[config.mk]
export PLATFORM = sky130hd
export DESIGN_NAME = hazard_stall_ctrl
export DESIGN_NICKNAME = d
export VERILOG_FILES = /design/src/rtl/hazard_stall_ctrl.sv
export SDC_FILE = /design/constraint.sdc
export NUM_CORES = 1
export LEC_CHECK = 0
export ABC_AREA = 1
export BUFFER_PORTS_ARGS = -buffer_cell sky130_fd_sc_hd__buf_4
export CORE_UTILIZATION = 40
export DETAILED_ROUTE_END_ITERATION = 12
export MAX_ROUTING_LAYER = met4
export PLACE_DENSITY_LB_ADDON = 0.15
export SLEW_MARGIN = 40
export SYNTH_ARGS = -nofsm -noshare
export SYNTH_HDL_FRONTEND = slang
export SYNTH_SLANG_ARGS = --single-unit
[constraint.sdc]
create_clock -name clock -period 2 [get_ports clock]
set_input_delay 0.4 -clock clock [delete_from_list [all_inputs] [get_ports clock]]
set_output_delay 0.4 -clock clock [all_outputs]
set_load 0.01 [all_outputs]
[src/rtl/hazard_stall_ctrl.sv]
// Pipeline interlock controller: load-use stall, taken-branch flush and the
// multi-cycle mult/div interlock with its start/ready handshake to multdiv.
module hazard_stall_ctrl #(
  parameter int MD_TIMEOUT = 64,
  parameter int CNT_W      = 7
) (
  input  logic        clock,
  input  logic        reset,
  input  logic [31:0] irFD,
  input  logic [31:0] irDX,
  input  logic        flushBranch,
  input  logic        data_resultRDY,
  input  logic        data_exception,
  output logic        stallPC,
  output logic        stallFD,
  output logic        stallDX,
  output logic        bubbleDX,
  output logic        bubbleXM,
  output logic        flushFD,
  output logic        ctrl_MULT,
  output logic        ctrl_DIV,
  output logic        mdDone,
  output logic        mdExc,
  output logic        mdBusy
);

  localparam logic [4:0] OP_RTYPE   = 5'b00000;
  localparam logic [4:0] OP_ADDI    = 5'b00101;
  localparam logic [4:0] OP_LW      = 5'b01000;
  localparam logic [4:0] OP_SW      = 5'b00111;
  localparam logic [4:0] OP_BNE     = 5'b00010;
  localparam logic [4:0] OP_BLT     = 5'b00110;
  localparam logic [4:0] OP_JR      = 5'b00100;
  localparam logic [4:0] OP_BEX     = 5'b10110;
  localparam logic [4:0] ALU_MUL    = 5'b00110;
  localparam logic [4:0] ALU_DIV    = 5'b00111;
  localparam logic [4:0] REG_STATUS = 5'd30;
  localparam int         NUM_SRC    = 2;

  localparam logic [CNT_W-1:0] CNT_LIMIT = CNT_W'(MD_TIMEOUT);
  localparam logic [CNT_W-1:0] CNT_ONE   = CNT_W'(1);

  typedef enum logic {IDLE, BUSY} mdState_t;

  mdState_t         stateReg, stateNext;
  logic [CNT_W-1:0] cntReg, cntNext;

  // Field decode
  logic [4:0] fdOp, fdRd, fdRs, fdRt;
  logic [4:0] dxOp, dxRd, dxAluOp;
  assign fdOp    = irFD[31:27];
  assign fdRd    = irFD[26:22];
  assign fdRs    = irFD[21:17];
  assign fdRt    = irFD[16:12];
  assign dxOp    = irDX[31:27];
  assign dxRd    = irDX[26:22];
  assign dxAluOp = irDX[6:2];

  logic unusedBits;
  assign unusedBits = ^{irFD[11:0], irDX[21:7], irDX[1:0]};

  logic dxIsLw, dxIsMd, dxIsMul;
  assign dxIsLw  = (dxOp == OP_LW);
  assign dxIsMul = (dxOp == OP_RTYPE) && (dxAluOp == ALU_MUL);
  assign dxIsMd  = dxIsMul || ((dxOp == OP_RTYPE) && (dxAluOp == ALU_DIV));

  // Registers read by the FD instruction (at most two per opcode)
  logic [4:0]         srcReg [NUM_SRC];
  logic [NUM_SRC-1:0] srcVld;
  logic [NUM_SRC-1:0] srcHit;

  always_comb begin
    srcReg[0] = fdRs;
    srcReg[1] = fdRt;
    srcVld    = '0;
    case (fdOp)
      OP_RTYPE: srcVld = 2'b11;
      OP_ADDI,
      OP_LW:    srcVld = 2'b01;
      OP_SW,
      OP_BNE,
      OP_BLT: begin
        srcReg[1] = fdRd;
        srcVld    = 2'b11;
      end
      OP_JR: begin
        srcReg[0] = fdRd;
        srcVld    = 2'b01;
      end
      OP_BEX: begin
        srcReg[0] = REG_STATUS;
        srcVld    = 2'b01;
      end
      default: srcVld = '0;
    endcase
  end

  genvar gi;
  generate
    for (gi = 0; gi < NUM_SRC; gi++) begin : gSrcHit
      assign srcHit[gi] = srcVld[gi] && (srcReg[gi] == dxRd);
    end
  endgenerate

  logic loadUse;
  assign loadUse = dxIsLw && (dxRd != 5'd0) && (|srcHit);

  always_ff @(posedge clock) begin
    if (reset) begin
      stateReg <= IDLE;
      cntReg   <= '0;
    end else begin
      stateReg <= stateNext;
      cntReg   <= cntNext;
    end
  end

  logic mdHold;

  always_comb begin
    stateNext = stateReg;
    cntNext   = cntReg;
    mdHold    = 1'b0;
    stallPC   = 1'b0;
    stallFD   = 1'b0;
    stallDX   = 1'b0;
    bubbleDX  = 1'b0;
    bubbleXM  = 1'b0;
    flushFD   = 1'b0;
    ctrl_MULT = 1'b0;
    ctrl_DIV  = 1'b0;
    mdDone    = 1'b0;
    mdExc     = 1'b0;
    mdBusy    = 1'b0;

    case (stateReg)
      IDLE: begin
        if (dxIsMd) begin
          ctrl_MULT = dxIsMul;
          ctrl_DIV  = !dxIsMul;
          mdHold    = 1'b1;
          stateNext = BUSY;
          cntNext   = CNT_ONE;
        end
      end
      BUSY: begin
        mdBusy = 1'b1;
        // A ready in the timeout cycle still reports the unit's own exception
        if (data_resultRDY) begin
          mdDone    = 1'b1;
          mdExc     = data_exception;
          stateNext = IDLE;
          cntNext   = '0;
        end else if (cntReg >= CNT_LIMIT) begin
          mdDone    = 1'b1;
          mdExc     = 1'b1;
          stateNext = IDLE;
          cntNext   = '0;
        end else begin
          mdHold  = 1'b1;
          cntNext = cntReg + CNT_ONE;
        end
      end
      default: begin
        stateNext = IDLE;
        cntNext   = '0;
      end
    endcase

    if (mdHold) begin
      stallPC  = 1'b1;
      stallFD  = 1'b1;
      stallDX  = 1'b1;
      bubbleXM = 1'b1;
    end else if (flushBranch) begin
      flushFD  = 1'b1;
      bubbleDX = 1'b1;
    end else if (loadUse) begin
      stallPC  = 1'b1;
      stallFD  = 1'b1;
      bubbleDX = 1'b1;
    end

    // Outputs are quiet for the whole reset cycle, including mid-BUSY
    if (reset) begin
      stallPC   = 1'b0;
      stallFD   = 1'b0;
      stallDX   = 1'b0;
      bubbleDX  = 1'b0;
      bubbleXM  = 1'b0;
      flushFD   = 1'b0;
      ctrl_MULT = 1'b0;
      ctrl_DIV  = 1'b0;
      mdDone    = 1'b0;
      mdExc     = 1'b0;
      mdBusy    = 1'b0;
    end
  end

endmodule
## Yosys cells after proc, flatten, opt, wreduce, memory -nomap -nowiden

Index checks and enable logic that the tools add are counted.

- $add $sub $neg: 1
- $mul: 0
- Divide/modulo/power cells: 0
- Magnitude comparators: 1
- Eq/ne operators: 13
- Shift-type cells: 0
- Mux-type cells: 38
- Bitwise operators: 1
- Reductions and logical operators: 15

Operators by type and width:

| kind | number |
|---|---|
| 5-bit by 3-bit equality test with 1-bit output (second input constant) | 6 |
| 1-bit 2-to-1 mux | 30 |
| 7-bit 2-to-1 mux | 3 |
| 7-bit one-hot mux with 2 select lines | 1 |
| 5-bit by 4-bit equality test with 1-bit output (second input constant) | 2 |
| 5-bit equality test | 2 |
| 5-bit logical NOT | 2 |
| 5-bit one-hot mux with 2 select lines | 1 |
| 4-bit OR reduction | 2 |
| 7-bit by 1-bit adder with 7-bit output (second input constant) | 1 |
| 7-bit greater-or-equal comparator (second input constant) | 1 |
| 1-bit logical AND | 6 |
| 5-bit by 2-bit equality test with 1-bit output (second input constant) | 1 |
| 5-bit equality test (second input constant) | 1 |
| 5-bit 2-to-1 mux | 1 |
| 5-bit nonzero test | 1 |
| 2-bit one-hot mux with 2 select lines | 1 |
| 3-bit OR reduction | 1 |
| 2-bit inequality test (second input constant) | 1 |
| 1-bit one-hot mux with 2 select lines | 1 |
| 2-bit OR reduction | 1 |
| 1-bit logical NOT | 1 |
| 1-bit logical OR | 1 |
| 1-bit inverter | 1 |

- Bits in registers: 8
- Bits in latches: 0
- Memory bits (writable): 0
- Bits in read-only memories: 0
- Output and inout port bits: 11
- Memories: 0

## Longest topological paths before layout

Gate-level depths: netlist of run 1.

- Depth in word-level cells: 11
- Depth in mapped cells: 14
- Mapped depth without buffers: 13

## Worst setup path after synthesis of run 1

OpenSTA, ideal clock, no wires.

- Path kind: input -> output
- Start: input port irDX[30]
- End: output port stallPC
- Arrival time: 1.513 ns
- Data required time: 1.600 ns
- Path slack: 0.087 ns
- Stages on the path: 10
- Path buffers: 1
- Path through: inv_1 > nand2_1 > nor3_1 > nand3_1 > nand2_1 > inv_1 > nor2_1 > inv_1 > nand2_1 > buf_4

- Longest elaborated chain between the ends: 7

RTL lines:

| element | line | source |
|---|---|---|
| start: declaration | 10 | `input logic [31:0] irDX,` |
| 5-bit logical NOT or 5-bit by 4-bit equality test with 1-bit output (tied branches) | 64, 65, 63 |  |
| 1-bit logical AND, on equally long branches | 64, 106, 65 |  |
| 1-bit logical OR or 1-bit logical AND (tied branches) | 65, 106 |  |
| 1-bit 2-to-1 mux, on equally long branches | -- |  |
| 1-bit one-hot mux with 2 select lines or 1-bit 2-to-1 mux (tied branches) | -- |  |
| 1-bit 2-to-1 mux (*) (2 in series) | -- |  |
| end: declaration | 14 | `output logic stallPC,` |

Mark *: on every way between the ends. The rest lies on a longest branch, timed or not.

## Worst setup path in the final report of run 1

- Start: input port irFD[29]
- End: output port stallFD

- Longest elaborated chain between the ends: 11

RTL lines:

| element | line | source |
|---|---|---|
| start: declaration | 9 | `input logic [31:0] irFD,` |
| 5-bit by 3-bit equality test with 1-bit output or 5-bit by 2-bit equality test with 1-bit output (tied branches) | 76 | `case (fdOp)` |
| 3-bit OR reduction | -- |  |
| 5-bit 2-to-1 mux | 76 |  |
| 5-bit equality test | 101 | `assign srcHit[gi] = srcVld[gi] && (srcReg[gi] == dxRd);` |
| 1-bit logical AND | 101 |  |
| 2-bit OR reduction (*) | 106 | `assign loadUse = dxIsLw && (dxRd != 5'd0) && (\|srcHit);` |
| 1-bit logical AND (*) | 106 |  |
| 1-bit 2-to-1 mux (*) | 178 | `end else if (loadUse) begin` |
| 1-bit 2-to-1 mux (*) | 175 | `end else if (flushBranch) begin` |
| 1-bit 2-to-1 mux (*) | 170 | `if (mdHold) begin` |
| 1-bit 2-to-1 mux (*) | 185 | `if (reset) begin` |
| end: declaration | 15 | `output logic stallFD,` |

Marks and branches as above.

==> results.env, run 1 <==
STATUS='finished with violations'
VIOLATIONS='design-rule violations, negative setup slack'
GR-USAGE-ALL-LAYERS_PCT=21.7
CLK_PIN_SLEW_WORST_PATHS_NS=0.05
CLOCK_TREE.ROOT_CELL='sky130_fd_sc_hd__clkbuf_4'
WORSTSETUPPATHTYPE='primary input to output port'
LAYOUT_MIN_CYCLE_TIME_NS=2.19
DRC=1
CP_TOP_FAMILY='simple AND/OR/NAND/NOR gates'
SLEW_HEADROOM_PCT=83.9
CTS-BUFFERS-INSERTED=3
SYN_NETS=266
FINALNONFILLERCELLS=287
CLKSINKCOUNT=8
FIRST_ITER_VIOLATIONS=38
VIASPERCELL=4.79
SYN_AREA_PER_CELL_SQ_UM=5.31
SYNTH-EDFF-COUNT=0
SETUP_REPAIR_AFTER_GLOBAL_ROUTING_MISSED_ITS_MARGIN='yes'
YOSYS-TOP-CELLS-AREA='sky130_fd_sc_hd__nand2_1 24%, sky130_fd_sc_hd__dfxtp_1 15%, sky130_fd_sc_hd__inv_1 12%'
LAST_WEIGHTED_CONGESTION_VALUE_OF_THE_ROUTABILITY_DRIVEN_PLACER=0.854
IO_BUFFER_COUNT=50
CTSHTREEMAXLEVEL=1
FIRSTDRTPASSITERS=8
INST_COUNT_DP=283
SETUP_VIOLATIONS=3
FP-ROW-COUNT=18
GRT_FIRST_PASS_WIRELENGTH_UM=4510
TIMING.CRITICAL_PATH.REQUIRED_NS=1.60
FINAL_AREA_SQ_MM=0.00166
CORE_SQ_MM=0.00245
DRT-WIRELENGTH-PER-CELL_UM=9.74
PROPORTION_OF_SYNTHESIZED_CHIP_AREA_IN_SEQUENTIAL_CELLS_PCT=15.5
SYNTH_TOP_CELL_AREA_SHARE_PCT=23.6
ROUTED-VIA-COUNT=1374
TOTAL_POWER_mW=0.484
FINAL-HOLD-VIOLATION-COUNT=0
POST_SYNTH_INST_COUNT=195
ANTENNADIODECOUNT=0
TIGHTESTPINTRANSITION_NS=0.240
CP_CELL_SEQUENCE='buf_8 > inv_4 > nor2_4 > nand3_4 > inv_6 > nand2_4 > nand3_2 > nand2_1 > nor2_2 > nand3_1 > nand2_2 > nand3_2 > nand2_2 > buf_6'
GRT_MAX_DEGREE=13
CTS_TREE='yes'
PLACE_AREA_SQ_MM=0.00151
SKEW_NS=0.00386
GRT_PASS1_VIAS=1151
DIE_HEIGHT_UM=52.9
CP-END-KIND='output port'
IOPINCOUNT=80
POWER.DENSITY_mW_PER_MM2=291
CLK_PATH_BUF_DEPTH=2
ANTENNA_VIOLATIONS_BEFORE_REPAIR=0
MAX_CLOCK_FREQ_GHz=0.457
ROUTE.ANTENNA.REMAINING_NETS=0
FP.DIEW_UM=52.9
SETUP.REG_TO_REG.WORST_SLACK_NS=0.85
MAXSLEWVIOLCOUNT=0
POST-ROUTE-WORST-SETUP-SLACK_NS=-0.186
STAGE_DELAY_OF_THE_SLOWEST_CELL_ON_THE_CRITICAL_PATH_NS=0.21
DISTINCT_CELLS_SYNTH=25
SYNTH.LARGEST_AREA_CELL='sky130_fd_sc_hd__nand2_1'
CPMAXSTAGEDELAYCELL='sky130_fd_sc_hd__nor2_4'
MAX_CAP_VIOL_COUNT=0
CLASS_OF_THE_MOST_CRITICAL_HOLD_TIMING_PATH='primary input to flop'
DESIGN.FINAL.NETS=330
YOSYS_WARNINGS=0
FLOORPLAN.INITIALDENSITY_PCT=42.2
WORSTPATHBUFFERINVERTERCOUNT=4
SYNTHTOLAYOUTAREAGROWTH_PCT=60.8
WORST-PATH-MAX-FANOUT=6
POST-ROUTE-PERIOD-UTIL_PCT=109
POST_ROUTE_CELLS_DRIVE_ABOVE_1_SHARE_PCT=35.8
WORST-ENDPOINT-ARRIVAL_NS=1.79
TOTALWIRELENGTH_UM=2790
ASYNC_FLOP_SHARE_PCT=0
DIE-AREA_SQ_MM=0.00279
WORST_SKEW_PAIR.LATE_LATENCY_NS=0.25
CTS-HOLD-FIX-BUFFERS=0
TIMING.CRITICAL_PATH.FROM_TYPE='primary input'
SETUP_TOTAL_NEGATIVE_SLACK_NS=-0.531
IRDROPWORSTVDD_uV=279
YS_FF_LATCH=8
LEAKAGEPOWER_nW=0.908
GRT_OVERFLOW_TOTAL=0
HPWLAFTERDP_UM=2200
POST_SYNTH_INSTANCE_AREA_SQ_MM=0.00103
YOSYS_MOST_USED_DFF='sky130_fd_sc_hd__dfxtp_1'
synth_stat cells (all sizes together) (2+ instances only):
cell,number
ha,2
nand2,65
nor2,26
o21ai,4
a221oi,3
nand3,28
nor3,2
nand4,5
buf,2
dfxtp,8
inv,37
a21oi,6
routing by layer:
metal  track usage [%]  wire length [um]  vias up
met5                 -                 0        -
met4              3.51                10        0
met2              35.0              1310       46
met1              28.8              1310      587
li1                  -                 -      739
met3              3.45               165        2
cells in the final DEF, fill, tap and decap left out, types with 4 or more instances in the layout:
cell type                  n
sky130_fd_sc_hd__nand2_4   4
sky130_fd_sc_hd__nand4_1   5
sky130_fd_sc_hd__buf_4    58
sky130_fd_sc_hd__nand3_2   7
sky130_fd_sc_hd__nand2_2   5
sky130_fd_sc_hd__inv_1    34
sky130_fd_sc_hd__nand3_1  18
sky130_fd_sc_hd__nor2_1   21
sky130_fd_sc_hd__a21oi_1   6
sky130_fd_sc_hd__nand2_1  56
sky130_fd_sc_hd__dfxtp_1   8
state kept, by name, indices dropped and copies added, names as in the netlist:
signal,count
stateReg,1
cntReg,7
power breakdown:
group / switching, mW / internal, mW / total (mW)
clock: 0.0526 / 0.0685 / 0.121
sequential: 0.000179 / 0.160 / 0.160
combinational: 0.0995 / 0.104 / 0.203
total: 0.152 / 0.332 / 0.484
worst paths after layout:
kind,start,endpoint,depth (start not counted)
max,irFD[29],stallFD,14
min,reset,cntReg[6]$_SDFFE_PP0P_,2
max reg2reg,cntReg[6]$_SDFFE_PP0P_,cntReg[4]$_SDFFE_PP0P_,5
min reg2reg,cntReg[6]$_SDFFE_PP0P_,cntReg[6]$_SDFFE_PP0P_,2
through the flow:
stage | utilization [%] | hold WS [ns] | setup slack [ns]
6_report | 67.8 | 0.404 | -0.186
5_1_grt | 67.8 | 0.403 | -0.284
4_1_cts | 64.5 | 0.397 | -0.131
3_5_place_dp | 61.6 | 0.462 | -0.187
3_3_place_gp | 61.6 | 0.452 | -0.172
2_1_floorplan | - | 0.441 | 0.0872
area by class of cell:
cell class                 instances  area [sq um]
clock buffer                       3          22.5
inverter                          37           146
sequential                         8           160
multi-input combinational        147           810
timing repair buffer              62           488
fill                             255           791
tap                               30          37.5
repair_timing:
action | 4_1_cts | 5_1_grt
gates resized for setup | 13 | 19
setup buffers | 0 | 1
setup endpoints to repair | 3 | 5
hold endpoints to repair | 0 | 0
pin swaps | 0 | 14
logic make-up (layout without fill, tap and decap cells):
kind of cell / count (synthesis) / after routing / synth area share, %
AOI/OAI and AO/OA: 17 / 17 / 10.2
DFF: 8 / 8 / 15.5
buffers and inverters: 40 / 102 / 15.2
adders and majority gates: 2 / 2 / 2.42
and+or+nand+nor: 128 / 128 / 56.7
Power figures use the tool's default switching activity.
==> run 2, diff against run 1 <==
==> constraint.sdc (replaced) <==
create_clock -name clock -period 2 [get_ports clock]
set_input_delay 0.1 -clock clock [delete_from_list [all_inputs] [get_ports clock]]
set_output_delay 0.1 -clock clock [all_outputs]
set_load 0.01 [all_outputs]
==> results.env, run 2 (synthesis results as in run 1) <==
ROUTED-VIA-COUNT=1309  # was 1374
IRDROPWORSTVDD_uV=312  # was 279 uV
LARGESTREGISTERS='cntReg x7, stateReg x1'  # unchanged
PLACE_AREA_SQ_MM=0.00143  # was 0.00151 sq mm
SETUP_VIOLATIONS=0  # was 3
WORST-ENDPOINT-ARRIVAL_NS=1.49  # was 1.79 ns
FP-ROW-COUNT=18  # unchanged
FLOORPLAN.INITIALDENSITY_PCT=42.2  # unchanged
MAX_FLOP_REGISTER='cntReg'  # unchanged
WORSTSETUPPATHTYPE='flop to output port'  # was primary input to output port
LAYOUT_MIN_CYCLE_TIME_NS=1.59  # was 2.19 ns
CTS_RESIZED=0  # was 13
GR-USAGE-ALL-LAYERS_PCT=20.9  # was 21.7%
LEAKAGEPOWER_nW=0.799  # was 0.908 nW
CPMOSTUSEDCELL='sky130_fd_sc_hd__inv_1'
SYNTHTOLAYOUTAREAGROWTH_PCT=40.3  # was 60.8%
POST_CTS_SETUP_BUFFER_COUNT=0  # unchanged
FINAL_COMMON_CELL='sky130_fd_sc_hd__nand2_1'  # was sky130_fd_sc_hd__buf_4
DRT-WIRELENGTH-PER-CELL_UM=9.32  # was 9.74 um
FINAL-HOLD-VIOLATION-COUNT=0  # unchanged
TOTALWIRELENGTH_UM=2560  # was 2790 um
GRT_FIRST_PASS_WIRELENGTH_UM=4340  # was 4510 um
SETUP.REG_TO_REG.WORST_SLACK_NS=0.84  # was 0.85 ns
CTSHTREEMAXLEVEL=1  # unchanged
GRT_OVERFLOW_TOTAL=0  # unchanged
FINAL_AREA_SQ_MM=0.00145  # was 0.00166 sq mm
ANTENNA_VIOLATIONS_BEFORE_REPAIR=0  # unchanged
POST-ROUTE-PERIOD-UTIL_PCT=79.3  # was 109%
TIMING.CRITICAL_PATH.FROM_TYPE='flop'  # was primary input
LAST_WEIGHTED_CONGESTION_VALUE_OF_THE_ROUTABILITY_DRIVEN_PLACER=0.855  # was 0.854
SKEW_NS=0.00250  # was 0.00386 ns
CLASS_OF_THE_MOST_CRITICAL_HOLD_TIMING_PATH='primary input to flop'  # unchanged
POWER.DENSITY_mW_PER_MM2=312  # was 291 mW/mm^2
CLKSINKCOUNT=8  # unchanged
GRT_PASS1_VIAS=1150  # was 1151
WORSTPATHBUFFERINVERTERCOUNT=4  # unchanged
CP_CELL_SEQUENCE='inv_1 > nand2_1 > inv_1 > nor2_1 > inv_1 > nand2_1 > buf_4'  # was buf_8 > inv_4 > nor2_4 > nand3_4 > inv_6 > nand2_4 > nand3_2 > nand2_1 > nor2_2 > nand3_1 > nand2_2 > nand3_2 > nand2_2 > buf_6
CORE_SQ_MM=0.00245  # unchanged
MAXSLEWVIOLCOUNT=0  # unchanged
IO_BUFFER_COUNT=50  # unchanged
SETUP_REPAIR_AFTER_GLOBAL_ROUTING_MISSED_ITS_MARGIN='no'  # was yes
CTS-HOLD-FIX-BUFFERS=0  # unchanged
CP-END-KIND='output port'  # unchanged
STATUS='finished with violations'  # unchanged
CLK_PIN_SLEW_WORST_PATHS_NS=0.05  # about the same
HPWLAFTERDP_UM=2160  # was 2200 um
POST-ROUTE-UTIL_PCT=59.1  # was 67.8%
LAYOUT_COMMON_CELLS='65 x sky130_fd_sc_hd__nand2_1, 50 x sky130_fd_sc_hd__buf_4, 34 x sky130_fd_sc_hd__inv_1, 25 x sky130_fd_sc_hd__nand3_1, 22 x sky130_fd_sc_hd__nor2_1'  # was 58 x sky130_fd_sc_hd__buf_4, 56 x sky130_fd_sc_hd__nand2_1, 34 x sky130_fd_sc_hd__inv_1, 21 x sky130_fd_sc_hd__nor2_1, 18 x sky130_fd_sc_hd__nand3_1
TOTAL_POWER_mW=0.453  # was 0.484 mW
DRC=1  # unchanged
FP.DIEW_UM=52.9  # unchanged
VIASPERCELL=4.76  # was 4.79
CTS_TREE='yes'  # unchanged
ROUTE.ANTENNA.REMAINING_NETS=0  # unchanged
ANTENNADIODECOUNT=0  # unchanged
DIE_HEIGHT_UM=52.9  # unchanged
CP_TOP_FAMILY='buffers and inverters'  # was simple AND/OR/NAND/NOR gates
SETUP_TOTAL_NEGATIVE_SLACK_NS=0  # was -0.531 ns
CLK_PATH_BUF_DEPTH=2  # unchanged
WORST_SKEW_PAIR.LATE_LATENCY_NS=0.25  # about the same
CTS-BUFFERS-INSERTED=3  # unchanged
MAX_CAP_VIOL_COUNT=0  # unchanged
POST_ROUTE_CELLS_DRIVE_ABOVE_1_SHARE_PCT=25.7  # was 35.8%
LARGEST_REGISTER_FF_COUNT=7  # unchanged
CPMAXSTAGEDELAYCELL='sky130_fd_sc_hd__dfxtp_1'  # was sky130_fd_sc_hd__nor2_4
IOPINCOUNT=80  # unchanged
VIOLATIONS='design-rule violations'  # was design-rule violations, negative setup slack
FIRST_ITER_VIOLATIONS=23  # was 38
DIE-AREA_SQ_MM=0.00279  # unchanged
STAGE_DELAY_OF_THE_SLOWEST_CELL_ON_THE_CRITICAL_PATH_NS=0.38  # was 0.21 ns
GRT_MAX_DEGREE=13  # unchanged
TIMING.CRITICAL_PATH.REQUIRED_NS=1.90  # was 1.60 ns
TIGHTESTPINTRANSITION_NS=0.269  # was 0.240 ns
CLOCK_TREE.ROOT_CELL='sky130_fd_sc_hd__clkbuf_4'  # unchanged
FIRSTDRTPASSITERS=8  # unchanged
DESIGN.FINAL.NETS=318  # was 330
MAX_CLOCK_FREQ_GHz=0.631  # was 0.457 GHz
SLEW_HEADROOM_PCT=82.0  # was 83.9%
WORST-PATH-MAX-FANOUT=7  # was 6
## run 2: routing by layer
metal  part of all wire (%)  vias to the layer above  global-route usage (%)
met2                     45                       38                    35.7
met5                      0                        -                       -
met3                    5.6                        0                    5.17
met4                      0                        0                    1.32
li1                       -                      718                       -
met1                     49                      553                    25.8
## run 2: area by class of cell
cell class / count / area (sq um)
sequential: 8 / 160
tap: 30 / 37.5
inverter: 37 / 139
timing repair buffer: 50 / 375
multi-input combinational: 147 / 717
clock buffer: 3 / 22.5
fill: 272 / 1000
## run 2: final timing paths
path / to / cells past startpoint / startpoint
setup / recovery: stallFD / 7 / stateReg$_SDFF_PP0_
setup reg to reg: cntReg[3]$_SDFFE_PP0P_ / 5 / stateReg$_SDFF_PP0_
hold / removal: cntReg[5]$_SDFFE_PP0P_ / 2 / reset
hold reg to reg: cntReg[6]$_SDFFE_PP0P_ / 2 / cntReg[6]$_SDFFE_PP0P_
## run 2: per-stage QoR
stage               hold WS, ns  cells  worst slack, ns
detailed placement        0.366    272            0.420
finish                    0.112    275            0.414
floorplan                 0.253    195            0.687
CTS                       0.102    275            0.405
global route             0.0972    275            0.186
global placement          0.365    272            0.420
## run 2: power by group
part / internal (mW) / switching (mW) / leakage, nW
sequential: 0.160 / 0.000190 / 0.0644
clock: 0.0686 / 0.0534 / 0.0138
combinational: 0.0852 / 0.0858 / 0.720
total: 0.313 / 0.139 / 0.799
==> run 3, diff against run 2 <==
--- a/config.mk
+++ b/config.mk
@@ -5,9 +5,9 @@
 export SDC_FILE = /design/constraint.sdc
 export NUM_CORES = 1
 export LEC_CHECK = 0
-export ABC_AREA = 1
+export ABC_AREA = 0
 export BUFFER_PORTS_ARGS = -buffer_cell sky130_fd_sc_hd__buf_4
-export CORE_UTILIZATION = 40
+export CORE_UTILIZATION = 34
 export DETAILED_ROUTE_END_ITERATION = 12
 export MAX_ROUTING_LAYER = met4
 export PLACE_DENSITY_LB_ADDON = 0.15
==> constraint.sdc (replaced) <==
create_clock -name clock -period 1.4 [get_ports clock]
set_input_delay 0.07 -clock clock [delete_from_list [all_inputs] [get_ports clock]]
set_output_delay 0.07 -clock clock [all_outputs]
set_load 0.01 [all_outputs]
==> results.env, run 3 <==
STATUS='finished with violations'  # unchanged
VIOLATIONS='negative setup slack'  # was design-rule violations
YOSYS.CELL_COUNT.TOP_TYPE='sky130_fd_sc_hd__nor2_1'  # was sky130_fd_sc_hd__nand2_1
POST_ROUTE_CELLS_DRIVE_ABOVE_1_SHARE_PCT=47.1  # was 25.7%
DRC=0  # was 1
IOPINCOUNT=80  # unchanged
FINALNONFILLERCELLS=234  # was 275
YOSYS-TOP-CELLS-AREA='sky130_fd_sc_hd__dfxtp_1 17%, sky130_fd_sc_hd__nand2b_1 4.7%, sky130_fd_sc_hd__nor2_1 4.4%'  # was sky130_fd_sc_hd__nand2_1 24%, sky130_fd_sc_hd__dfxtp_1 15%, sky130_fd_sc_hd__inv_1 12%
FINAL_COMMON_CELL='sky130_fd_sc_hd__buf_4'  # was sky130_fd_sc_hd__nand2_1
ASYNC_FLOP_SHARE_PCT=0  # unchanged
SYNTH.LARGEST_AREA_CELL='sky130_fd_sc_hd__dfxtp_1'  # was sky130_fd_sc_hd__nand2_1
TIMING.CRITICAL_PATH.REQUIRED_NS=1.33  # was 1.90 ns
SETUP.REG_TO_REG.WORST_SLACK_NS=0.08  # was 0.84 ns
CLASS_OF_THE_MOST_CRITICAL_HOLD_TIMING_PATH='primary input to flop'  # unchanged
SYNTH-EDFF-COUNT=0  # unchanged
MAX_FLOP_REGISTER='cntReg'  # unchanged
CTS_TREE='yes'  # unchanged
CLK_PIN_SLEW_WORST_PATHS_NS=0.06  # was 0.05 ns
P_SW_SHARE_PCT=29.3  # was 30.8%
LAYOUT_MIN_CYCLE_TIME_NS=1.84
WORST-ENDPOINT-ARRIVAL_NS=1.77  # was 1.49 ns
TIGHTESTPINTRANSITION_NS=0.503  # was 0.269 ns
SLEW_HEADROOM_PCT=65.6  # was 82.0%
CLKSINKCOUNT=8  # unchanged
CLOCK_TREE.ROOT_CELL='sky130_fd_sc_hd__clkbuf_4'  # unchanged
DIE-AREA_SQ_MM=0.00294  # was 0.00279 sq mm
FINAL_AREA_SQ_MM=0.00160  # was 0.00145 sq mm
HPWLAFTERDP_UM=2420  # was 2160 um
CTS-BUFFERS-INSERTED=3  # unchanged
HOLDWS_NS=0.0598  # was 0.112 ns
MAXSLEWVIOLCOUNT=0  # unchanged
MAX_CLOCK_FREQ_GHz=0.543
SHARE_CLK_OF_TOTAL_POWER_PCT=26.4  # was 26.9%
GR-USAGE-ALL-LAYERS_PCT=22.1  # was 20.9%
SETUP_TOTAL_NEGATIVE_SLACK_NS=-1.29  # was 0 ns
WORST_SKEW_PAIR.LATE_LATENCY_NS=0.26  # was 0.25 ns
SETUP_VIOLATIONS=3  # was 0
TOTALWIRELENGTH_UM=2970  # was 2560 um
TOTAL_POWER_mW=0.692  # was 0.453 mW
FP-ROW-COUNT=18  # unchanged
YOSYS_WARNINGS=0  # unchanged
YS_FF_LATCH=8  # unchanged
CTS-HOLD-FIX-BUFFERS=0  # unchanged
PLACE_AREA_SQ_MM=0.00150  # was 0.00143 sq mm
MULTI_INPUT_COMB_AREA_SQ_UM=756  # was 717 sq um
MAX_CAP_VIOL_COUNT=0  # unchanged
SKEW_NS=0.00380  # was 0.00250 ns
FIRST_ITER_VIOLATIONS=16  # was 23
FINAL-HOLD-VIOLATION-COUNT=0  # unchanged
ANTENNADIODECOUNT=0  # unchanged
IO_BUFFER_COUNT=50  # unchanged
ROUTE.ANTENNA.REMAINING_NETS=0  # unchanged
YOSYS_MOST_USED_DFF='sky130_fd_sc_hd__dfxtp_1'  # unchanged
FLOORPLAN.INITIALDENSITY_PCT=36.8  # was 42.2%
CORE_SQ_MM=0.00252  # was 0.00245 sq mm
FILLER_CELL_COUNT=232  # was 272
INST_COUNT_DP=227  # was 272
REGISTER_AREA_SQ_UM=165  # was 160 sq um
POWER_REPORT.INTERNAL_TOTAL_mW=0.489  # was 0.313 mW
CP-END-KIND='output port'  # unchanged
SYN_NETS=200  # was 266
LAYOUT_COMMON_CELLS='75 x sky130_fd_sc_hd__buf_4, 10 x sky130_fd_sc_hd__nor2_1, 9 x sky130_fd_sc_hd__inv_1, 8 x sky130_fd_sc_hd__a21oi_1, 7 x sky130_fd_sc_hd__nand2b_1'  # was 65 x sky130_fd_sc_hd__nand2_1, 50 x sky130_fd_sc_hd__buf_4, 34 x sky130_fd_sc_hd__inv_1, 25 x sky130_fd_sc_hd__nand3_1, 22 x sky130_fd_sc_hd__nor2_1
LEAKAGEPOWER_nW=0.728  # was 0.799 nW
CTSHTREEMAXLEVEL=1  # unchanged
FIRSTDRTPASSITERS=5  # was 8
TOTAL_SWITCHING_POWER_mW=0.203  # was 0.139 mW
FP.DIEW_UM=54.3  # was 52.9 um
DRT-WIRELENGTH-PER-CELL_UM=12.7  # was 9.32 um
VIASPERCELL=5.44  # was 4.76
GRT_OVERFLOW_TOTAL=0  # unchanged
WORSTSETUPPATHTYPE='primary input to output port'  # was flop to output port
LAST_WEIGHTED_CONGESTION_VALUE_OF_THE_ROUTABILITY_DRIVEN_PLACER=0.861  # was 0.855
SYNTH_TOP_CELL_AREA_SHARE_PCT=17.3  # was 23.6%
POST_SYNTH_INSTANCE_AREA_SQ_UM=928  # was 0.00103 sq mm
DESIGN.FINAL.NETS=277  # was 318
GRT_FIRST_PASS_WIRELENGTH_UM=4760  # was 4340 um
LARGEST_REGISTER_FF_COUNT=7  # unchanged
POST-ROUTE-PERIOD-UTIL_PCT=131
POWER.DENSITY_mW_PER_MM2=432  # was 312 mW/mm^2
SETUP_REPAIR_AFTER_GLOBAL_ROUTING_MISSED_ITS_MARGIN='yes'  # was no
SYNTHTOLAYOUTAREAGROWTH_PCT=72.8  # was 40.3%
SYN_AREA_PER_CELL_SQ_UM=7.20  # was 5.31 sq um
TIMING.CRITICAL_PATH.FROM_TYPE='primary input'  # was flop
CLK_PATH_BUF_DEPTH=2  # unchanged
POWER.SHARE.SEQUENTIAL_PCT=32.9  # was 35.3%
WORST-PATH-MAX-FANOUT=3  # was 7
ROUTED-VIA-COUNT=1272  # was 1309
GRT_MAX_DEGREE=10  # was 13
POST_SYNTH_MOST_FREQUENT_CELLS='11 x sky130_fd_sc_hd__nor2_1, 9 x sky130_fd_sc_hd__inv_1, 8 x sky130_fd_sc_hd__a21oi_1, 8 x sky130_fd_sc_hd__dfxtp_1'  # was 65 x sky130_fd_sc_hd__nand2_1, 34 x sky130_fd_sc_hd__inv_1, 25 x sky130_fd_sc_hd__nand3_1
DIE_HEIGHT_UM=54.3  # was 52.9 um
LARGESTREGISTERS='cntReg x7, stateReg x1'  # unchanged
DISTINCT_CELLS_SYNTH=50  # was 25
IRDROPWORSTVDD_uV=718  # was 312 uV
GRT_PASS1_VIAS=1110  # was 1150
POST-ROUTE-WORST-SETUP-SLACK_NS=-0.440  # was 0.414 ns
PROPORTION_OF_SYNTHESIZED_CHIP_AREA_IN_SEQUENTIAL_CELLS_PCT=17.3  # was 15.5%
ANTENNA_VIOLATIONS_BEFORE_REPAIR=0  # unchanged
POST_SYNTH_INST_COUNT=129  # was 195
POWER.SHARE.COMBINATIONAL_PCT=40.7  # was 37.8%
-- run 3: changes by cell type in the layout (fill, tap and decap cells not counted), moves of 7 or more --
cell	delta
sky130_fd_sc_hd__nand2_1	-61
sky130_fd_sc_hd__buf_4	+25
sky130_fd_sc_hd__inv_1	-25
sky130_fd_sc_hd__nand2b_1	+7
sky130_fd_sc_hd__nand3_1	-23
sky130_fd_sc_hd__nor2_1	-12
-- run 3: worst max-delay path: stages --
cell and delay [ns]:
sky130_fd_sc_hd__buf_8 0.10, sky130_fd_sc_hd__or3b_4 0.39, sky130_fd_sc_hd__or2_1 0.23, sky130_fd_sc_hd__a222oi_1 0.34, sky130_fd_sc_hd__nand4_1 0.16, sky130_fd_sc_hd__a21o_1 0.21, sky130_fd_sc_hd__o21bai_2 0.13, sky130_fd_sc_hd__buf_4 0.14
-- run 3: path summary, 6_finish.rpt --
kind                                             start                endpoint  depth (start not counted)
worst max-delay path                          irFD[27]                 stallFD                          8
worst min-delay path                             reset  cntReg[2]$_SDFFE_PP0P_                          2
worst max register to register  cntReg[0]$_SDFFE_PP0P_  cntReg[5]$_SDFFE_PP0P_                          4
worst min register to register  cntReg[4]$_SDFFE_PP0P_  cntReg[4]$_SDFFE_PP0P_                          1
-- run 3: what timing repair did --
| action | in CTS | in global routing |
|---|---|---|
| gates resized for setup | 7 | 11 |
| buffers inserted | 1 | 3 |
| endpoints found under the setup margin | 7 | 10 |
| pin swaps | 0 | 2 |
-- run 3: cell families (layout without fill, tap and decap cells) --
group	Yosys count	in the layout	share of synthesized area (%)
flip-flops	8	8	17.3
adder cells (fa/ha/maj)	2	2	2.69
AND/OR/NAND/NOR	53	53	32.9
multiplexers	1	1	1.08
XOR/XNOR	5	5	4.72
buffers and inverters	14	89	6.60
AO/OA/AOI/OAI	46	46	34.8
-- run 3: routing by layer --
metal  track usage [%]  wire, um  vias to the layer above
met5                 -         0                        -
met4                 0         0                        0
met3              4.17       155                        0
met2              38.6      1440                       58
met1              27.9      1370                      578
li1                  -         -                      636
-- run 3: through the flow --
| stage | setup WS, ns | utilization [%] |
|---|---|---|
| 2_1_floorplan | -0.289 | - |
| 4_1_cts | -0.433 | 61.2 |
| 3_3_place_gp | -0.414 | 59.3 |
| 6_report | -0.440 | 63.6 |
| 5_1_grt | -0.558 | 63.6 |
| 3_5_place_dp | -0.460 | 59.3 |
-- run 3: layout make-up --
class	instances	area share [%]
clock buffers	3	1.40
repair buffers	77	36.7
well taps	30	2.34
flip-flops and latches	8	10.3
multi-input cells	107	47.1
inverters	9	2.11
-- run 3: power by group through the flow --
| stage | combinational [mW] | clock [mW] | sequential [mW] |
|---|---|---|---|
| after floorplan | 0.103 | 0 | 0.233 |
| after global placement | 0.262 | 0 | 0.233 |
| after detailed placement | 0.268 | 0 | 0.233 |
| after CTS | 0.274 | 0.185 | 0.228 |
| after global routing | 0.308 | 0.195 | 0.228 |
| final | 0.281 | 0.183 | 0.228 |
